[src/rtl/ps2_pkg.sv]
// Shared types, scancode/keycode constants and direction helpers for the PS/2 arrow-key path.
package ps2_pkg;

  typedef enum logic [1:0] {
    ST_IDLE,
    ST_DATA,
    ST_PARITY,
    ST_STOP
  } frame_state_e;

  typedef enum logic [2:0] {
    DIR_NONE,
    DIR_UP,
    DIR_DOWN,
    DIR_LEFT,
    DIR_RIGHT
  } dir_e;

  localparam logic [7:0] SC_EXT   = 8'hE0;
  localparam logic [7:0] SC_BREAK = 8'hF0;
  localparam logic [7:0] SC_UP    = 8'h75;
  localparam logic [7:0] SC_DOWN  = 8'h72;
  localparam logic [7:0] SC_LEFT  = 8'h6B;
  localparam logic [7:0] SC_RIGHT = 8'h74;

  localparam logic [7:0] KC_UP    = 8'd82;
  localparam logic [7:0] KC_DOWN  = 8'd81;
  localparam logic [7:0] KC_LEFT  = 8'd80;
  localparam logic [7:0] KC_RIGHT = 8'd79;
  localparam logic [7:0] KC_NONE  = 8'd0;

  function automatic dir_e dir_of_scan(logic [7:0] b);
    case (b)
      SC_UP:    return DIR_UP;
      SC_DOWN:  return DIR_DOWN;
      SC_LEFT:  return DIR_LEFT;
      SC_RIGHT: return DIR_RIGHT;
      default:  return DIR_NONE;
    endcase
  endfunction

  // Bit position in `held`: [3] up, [2] down, [1] left, [0] right.
  function automatic logic [3:0] dir_mask(dir_e d);
    case (d)
      DIR_UP:    return 4'b1000;
      DIR_DOWN:  return 4'b0100;
      DIR_LEFT:  return 4'b0010;
      DIR_RIGHT: return 4'b0001;
      default:   return 4'b0000;
    endcase
  endfunction

  function automatic dir_e top_held(logic [3:0] h);
    if (h[3])      return DIR_UP;
    else if (h[2]) return DIR_DOWN;
    else if (h[1]) return DIR_LEFT;
    else if (h[0]) return DIR_RIGHT;
    else           return DIR_NONE;
  endfunction

  function automatic logic [7:0] keycode_of(dir_e d);
    case (d)
      DIR_UP:    return KC_UP;
      DIR_DOWN:  return KC_DOWN;
      DIR_LEFT:  return KC_LEFT;
      DIR_RIGHT: return KC_RIGHT;
      default:   return KC_NONE;
    endcase
  endfunction

endpackage

[src/rtl/ps2_rx_frame.sv]
// PS/2 pin synchronisation, falling-edge sampling, 11-bit frame check and mid-frame timeout.
module ps2_rx_frame
  import ps2_pkg::*;
#(
  parameter int unsigned TIMEOUT_CYCLES = 5000
) (
  input  logic       clk,
  input  logic       rst,
  input  logic       ps2_clk,
  input  logic       ps2_data,
  output logic [7:0] rx_byte,
  output logic       rx_valid,
  output logic       rx_err
);

  localparam int unsigned CNT_W = $clog2(TIMEOUT_CYCLES + 1);

  logic             clk_s1_q, clk_s2_q, clk_prev_q;
  logic             dat_s1_q, dat_s2_q;
  frame_state_e     state_q, state_d;
  logic [2:0]       bit_cnt_q, bit_cnt_d;
  logic [7:0]       shift_q, shift_d;
  logic             par_ok_q, par_ok_d;
  logic [CNT_W-1:0] cnt_q, cnt_d;
  logic             sample;

  // Sync flops reset to the idle-high line level so reset release never fakes an edge.
  always_ff @(posedge clk or posedge rst) begin
    if (rst) begin
      clk_s1_q   <= 1'b1;
      clk_s2_q   <= 1'b1;
      clk_prev_q <= 1'b1;
      dat_s1_q   <= 1'b1;
      dat_s2_q   <= 1'b1;
    end else begin
      clk_s1_q   <= ps2_clk;
      clk_s2_q   <= clk_s1_q;
      clk_prev_q <= clk_s2_q;
      dat_s1_q   <= ps2_data;
      dat_s2_q   <= dat_s1_q;
    end
  end

  assign sample = clk_prev_q & ~clk_s2_q;

  always_comb begin
    state_d   = state_q;
    bit_cnt_d = bit_cnt_q;
    shift_d   = shift_q;
    par_ok_d  = par_ok_q;
    cnt_d     = (sample || state_q == ST_IDLE) ? '0 : cnt_q + 1'b1;
    rx_byte   = shift_q;
    rx_valid  = 1'b0;
    rx_err    = 1'b0;
    if (sample) begin
      case (state_q)
        ST_IDLE: begin
          if (!dat_s2_q) begin
            state_d   = ST_DATA;
            bit_cnt_d = '0;
          end
        end
        ST_DATA: begin
          shift_d   = {dat_s2_q, shift_q[7:1]};
          bit_cnt_d = bit_cnt_q + 3'd1;
          if (bit_cnt_q == 3'd7) state_d = ST_PARITY;
        end
        ST_PARITY: begin
          par_ok_d = ^{shift_q, dat_s2_q};
          state_d  = ST_STOP;
        end
        ST_STOP: begin
          if (dat_s2_q && par_ok_q) rx_valid = 1'b1;
          else                      rx_err   = 1'b1;
          state_d = ST_IDLE;
        end
        default: state_d = ST_IDLE;
      endcase
    end else if (state_q != ST_IDLE && cnt_q == CNT_W'(TIMEOUT_CYCLES - 1)) begin
      state_d = ST_IDLE;
      rx_err  = 1'b1;
    end
  end

  always_ff @(posedge clk or posedge rst) begin
    if (rst) begin
      state_q   <= ST_IDLE;
      bit_cnt_q <= '0;
      shift_q   <= '0;
      par_ok_q  <= 1'b0;
      cnt_q     <= '0;
    end else begin
      state_q   <= state_d;
      bit_cnt_q <= bit_cnt_d;
      shift_q   <= shift_d;
      par_ok_q  <= par_ok_d;
      cnt_q     <= cnt_d;
    end
  end

endmodule

[src/rtl/ps2_keycode.sv]
// PS/2 keyboard to arrow-key keycode: prefix decoding, held-key tracking and last-pressed arbitration.
module ps2_keycode
  import ps2_pkg::*;
#(
  parameter int unsigned TIMEOUT_CYCLES = 5000
) (
  input  logic       Clk,
  input  logic       Reset,
  input  logic       PS2_CLK,
  input  logic       PS2_DATA,
  output logic [7:0] keycode,
  output logic [3:0] held,
  output logic       scan_valid,
  output logic [7:0] scan_code,
  output logic       frame_err
);

  logic [7:0] rx_byte;
  logic       rx_valid, rx_err;

  ps2_rx_frame #(.TIMEOUT_CYCLES(TIMEOUT_CYCLES)) u_rx (
    .clk      (Clk),
    .rst      (Reset),
    .ps2_clk  (PS2_CLK),
    .ps2_data (PS2_DATA),
    .rx_byte  (rx_byte),
    .rx_valid (rx_valid),
    .rx_err   (rx_err)
  );

  logic       ext_q, ext_d, brk_q, brk_d;
  logic [3:0] held_q, held_d;
  dir_e       last_q, last_d, dir;
  logic [3:0] mask;
  logic [7:0] keycode_q, keycode_d, scan_code_q, scan_code_d;
  logic       scan_valid_q, scan_valid_d, frame_err_q, frame_err_d;

  assign dir  = dir_of_scan(rx_byte);
  assign mask = dir_mask(dir);

  always_comb begin
    ext_d        = ext_q;
    brk_d        = brk_q;
    held_d       = held_q;
    last_d       = last_q;
    scan_code_d  = scan_code_q;
    scan_valid_d = 1'b0;
    frame_err_d  = 1'b0;
    if (rx_err) begin
      frame_err_d = 1'b1;
      ext_d       = 1'b0;
      brk_d       = 1'b0;
    end else if (rx_valid) begin
      scan_valid_d = 1'b1;
      scan_code_d  = rx_byte;
      if (rx_byte == SC_EXT) begin
        ext_d = 1'b1;
      end else if (rx_byte == SC_BREAK) begin
        brk_d = 1'b1;
      end else begin
        if (ext_q && dir != DIR_NONE) begin
          if (!brk_q) begin
            held_d = held_q | mask;
            last_d = dir;
          end else if ((held_q & mask) != 4'b0000) begin
            // Releasing the active key hands control to the best key still down.
            held_d = held_q & ~mask;
            if (last_q == dir) last_d = top_held(held_d);
          end
        end
        ext_d = 1'b0;
        brk_d = 1'b0;
      end
    end
    keycode_d = keycode_of(last_d);
  end

  always_ff @(posedge Clk or posedge Reset) begin
    if (Reset) begin
      ext_q        <= 1'b0;
      brk_q        <= 1'b0;
      held_q       <= '0;
      last_q       <= DIR_NONE;
      keycode_q    <= '0;
      scan_code_q  <= '0;
      scan_valid_q <= 1'b0;
      frame_err_q  <= 1'b0;
    end else begin
      ext_q        <= ext_d;
      brk_q        <= brk_d;
      held_q       <= held_d;
      last_q       <= last_d;
      keycode_q    <= keycode_d;
      scan_code_q  <= scan_code_d;
      scan_valid_q <= scan_valid_d;
      frame_err_q  <= frame_err_d;
    end
  end

  assign keycode    = keycode_q;
  assign held       = held_q;
  assign scan_code  = scan_code_q;
  assign scan_valid = scan_valid_q;
  assign frame_err  = frame_err_q;

endmodule

[config.mk]
export PLATFORM = sky130hd
export DESIGN_NAME = ps2_keycode
export DESIGN_NICKNAME = d
export VERILOG_FILES = /design/src/rtl/ps2_pkg.sv /design/src/rtl/ps2_rx_frame.sv /design/src/rtl/ps2_keycode.sv
export SDC_FILE = /design/constraint.sdc
export NUM_CORES = 1
export LEC_CHECK = 0
export BUFFER_PORTS_ARGS = -buffer_cell sky130_fd_sc_hd__buf_4
export CAP_MARGIN = 10
export CORE_UTILIZATION = 60
export DETAILED_ROUTE_END_ITERATION = 12
export PLACE_DENSITY = 0.87
export REMOVE_ABC_BUFFERS = 1
export SLEW_MARGIN = 40
export SYNTH_ARGS = -nofsm -noshare
export SYNTH_HDL_FRONTEND = slang
export SYNTH_SLANG_ARGS = --single-unit
[constraint.sdc]
create_clock -name Clk -period 4.3 [get_ports Clk]
set_clock_uncertainty 0.1 [all_clocks]
set_input_delay 1.075 -clock Clk [delete_from_list [all_inputs] [get_ports Clk]]
set_output_delay 1.075 -clock Clk [all_outputs]
set_load 0.05 [all_outputs]
==> metrics list <==
- Result of the run: finished, final reports clean
- Mean number of vias per cell: 5.86
* Share of synthesized flip-flops with an asynchronous set or reset: 100%
* End point of the worst hold path: u_rx.dat_s2_q
- Setup violations remaining at the end of the flow were counted as 0.
- Antenna viol nets, final: 0
* Routed wirelength normalized by instance count: roughly 15 µm
* Post-synth top area cell: sky130_fd_sc_hd__dfrtp_1
- After synthesis, the largest area contributor takes up a little over two fifths of total cell area.
- A synthesized cell averages 10.5 µm².
- In this run the power density over the cells is 344 nW/µm².
* Post-layout minimum cycle time: 2710 ps
* Root cell of the clock tree: sky130_fd_sc_hd__clkbuf_8
- Of the cells placed in the final design, the portion with a size suffix greater than 1 is 20.8%.
- Number of antenna violations at the first check in global routing: 0
- Worst Reg2Reg Path Length in Cells: 7
- Peak VDD IR: 284 µV
- Die H: 72.0 µm
* Setup_tns: 0 ps
- Mapped Cells: roughly 280
- Number of clock buffers inserted by TritonCTS: 5
- Prior to clock tree synthesis, the placed netlist has a worst setup slack of 1700 ps.
* Final count of pins violating max slew: 0
- Post-route DRC: 0
* Standby leakage power: roughly 1.4 nW
- CTS tree: done
* Count of hold buffers inserted by post-cts repair: 0
- The clock passes through at most 2 buffers.
* Post-detailed-routing wire length: 5470 µm
- For this run, the total global-route usage over all layers was measured as 22.6%.
* Buffer count from post-CTS setup fixing: 0
- Number of library cell types mapped by synthesis: 61
- In the synthesized netlist, the cells that appear most often are sky130_fd_sc_hd__dfrtp_1, sky130_fd_sc_hd__nor2_1, sky130_fd_sc_hd__nand2_1, sky130_fd_sc_hd__mux2_2, sky130_fd_sc_hd__o21ai_0.
- Of the available clock period, the critical path in the final layout requires around 63%.
- RSZ-0062 raised after global routing: false
- Dpl hpwl: 3790 µm
- Yosys printed 0 warnings.
- Initial standard-cell utilization of the core: 62.3%
* Measured slew at the worst slew-check pin: 766 ps
- Normalized max-slew margin: 48.8%
* Post-synthesis sequential area ratio: 47.9%
* Worst Slack Setup Final: 1590 ps
- Row generation in the floorplan step produced 25 rows.
* Number of design-rule violations left by the first detailed-router iteration: 280
* Layout area overhead: 9.15%
- CTS H-Tree Depth: 2
- The synthesized design contains 0 enable-type register cells.
- Achievable clock frequency: about 370 MHz
* Worst hold path depth: 0
- Clock-pin slew was measured on the worst setup and hold paths at 90 ps.
- Final hold analysis gives a worst-case slack of 265 ps.
- Most frequent cell after synthesis: sky130_fd_sc_hd__dfrtp_1
* Number of I/O port buffers: 23
- Max-cap violations in this run came to 0.
- The first global-routing pass estimated 9190 µm of wire.
- Clock insertion delay at the later pin of the skew report: 310 ps
- Summing all non-filler instances in the final layout gives an area of 3210 µm².
- Antenna diode count: 0
* Required time of the critical path: 4440 ps
* RePlAce Congestion: around 0.9
- The die covers 5180 µm².
- For this run, the detailed router's first-pass iteration total came to 4.
- The net count of the finished layout is about 310.
- Number of clock sinks: between 50 and 60
- Along the worst path, the maximum fanout reaches 11.
- Post-placement cell area: 3120 µm²
- Count of final hold-check violations: 0
- Predominant post-synthesis flop cell: sky130_fd_sc_hd__dfrtp_1
- Crit path arrival time: 2850 ps
- In this run the most critical hold path is launched from u_rx.dat_s1_q.
- The die is 72.0 µm wide.
* Worst r2r dst: keycode[0]
* Critical path startpoint category: flip-flop
- Class of the most critical setup path: flip-flop to flip-flop
* Core ar.: approximately 4700 µm²
- Entering global routing, the biggest net connects 34 pins.
- Count of vias placed by the detailed router: 2138
* Path type of the worst min-delay path: flip-flop to flip-flop
* Setup slack of the worst register-to-register path: 1590 ps
- The worst setup path is captured at a flip-flop.
* Dominant cells by area after synthesis: sky130_fd_sc_hd__dfrtp_1, sky130_fd_sc_hd__mux2_2, sky130_fd_sc_hd__dfstp_2
- In this run, synthesis produced a sequential element count of 56.
* Vias in the first global route: 2043
- After global routing the overflow that remains totals 0.
* Cell Area, Synth: between 2000 and 3000 µm²
* Startpoint of the most critical register-to-register path: u_rx.rx_byte[3]
- During I/O placement, the number of pins put on the boundary was 26.
- In this run, post-CTS repair resized a total of 0 instances.
report_power, final:
part / internal (mW) / switching [mW]
sequential: 0.564 / 0.0568
clock: 0.132 / 0.159
combinational: 0.0903 / 0.102
total: 0.786 / 0.318
flip-flops by register name, summed over array words and instances (netlist names), named ones only:
signal,flops
frame_err,1
u_rx.clk_s2_q,1
ext_q,1
last_q,3
brk_q,1
u_rx.state_q,2
u_rx.cnt_q,13
keycode,5
scan_valid,1
scan_code,8
u_rx.rx_byte,8
u_rx.dat_s2_q,1
u_rx.dat_s1_q,1
u_rx.par_ok_q,1
u_rx.clk_prev_q,1
u_rx.bit_cnt_q,3
u_rx.clk_s1_q,1
per-layer routing:
layer  vias to the layer above  share of wire (%)  GRT usage [%]
li1                       1032                  -              -
met1                      1039                 46           29.8
met2                        61                 48           37.0
met3                         6                4.2           5.14
met4                         0                1.2           8.28
met5                         -                  0              0
worst max-delay path, stage by stage, from the launching register on:
cell	delay [ps]
sky130_fd_sc_hd__dfrtp_1	530
sky130_fd_sc_hd__and4bb_4	330
sky130_fd_sc_hd__a211o_1	330
sky130_fd_sc_hd__o311ai_1	310
sky130_fd_sc_hd__o211ai_1	230
sky130_fd_sc_hd__a221o_1	470
sky130_fd_sc_hd__a31o_1	220
sky130_fd_sc_hd__a21oi_1	120
layout by cell type, fill, tap and decap left out, types with 3 or more instances in the layout:
cell type                   n
sky130_fd_sc_hd__o21ai_0   13
sky130_fd_sc_hd__nand4_1    5
sky130_fd_sc_hd__and2_1     3
sky130_fd_sc_hd__nor2_1    26
sky130_fd_sc_hd__and4bb_2   3
sky130_fd_sc_hd__xnor2_1   12
sky130_fd_sc_hd__ha_1       7
sky130_fd_sc_hd__nand3_1   12
sky130_fd_sc_hd__dfrtp_1   51
sky130_fd_sc_hd__buf_4     25
sky130_fd_sc_hd__nor3_1     5
sky130_fd_sc_hd__nand3b_1   4
sky130_fd_sc_hd__o2111a_1   3
sky130_fd_sc_hd__a21oi_1    6
sky130_fd_sc_hd__clkbuf_8   6
sky130_fd_sc_hd__and3_1     5
sky130_fd_sc_hd__o31ai_1    3
sky130_fd_sc_hd__mux2_2    17
sky130_fd_sc_hd__xor2_1     7
sky130_fd_sc_hd__inv_1      8
sky130_fd_sc_hd__dfstp_2    5
sky130_fd_sc_hd__nand2_1   21
cell type report:
class                           count  area, µm²
Fill cell                         354       1510
Sequential cell                    56       1410
Multi-Input combinational cell    200       1410
Timing Repair Buffer               25        188
Clock buffer                        8       90.1
Tap cell                           67       83.8
Inverter                            9       33.8
worst max path at each step:
stage	from	endpoint	slack [ps]	cells past startpoint
6_report	u_rx.rx_byte[3]	keycode[0]	1590	7
5_1_grt	u_rx.rx_byte[3]	keycode[0]	1460	7
4_1_cts	u_rx.rx_byte[3]	keycode[0]	1660	7
3_5_place_dp	u_rx.rx_byte[3]	keycode[0]	1700	7
3_3_place_gp	u_rx.rx_byte[3]	keycode[0]	1760	7
2_1_floorplan	Reset	async pin	1760	1
per-stage QoR:
stage                     std cells  total power [mW]  util (%)
after floorplan                 265             0.769         -
after global placement          357             0.809      66.0
final                           365              1.10      67.9
after global routing            365              1.16      67.9
after detailed placement        357             0.820      66.0
after CTS                       365              1.11      67.9
kinds of logic (layout without fill, tap and decap cells):
| family | Yosys count | in the layout | share of synthesized area, % |
|---|---|---|---|
| adders and majority gates | 7 | 7 | 2.98 |
| xor gates and xnor gates | 19 | 19 | 5.66 |
| buffers and inverters | 26 | 42 | 4.43 |
| DFF | 56 | 56 | 47.9 |
| muxes | 19 | 19 | 7.19 |
| and+or+nand+nor | 106 | 106 | 20.3 |
| AOI/OAI and AO/OA | 47 | 47 | 11.5 |
| other | 1 | 2 | 0.128 |
Power figures use the tool's default switching activity.
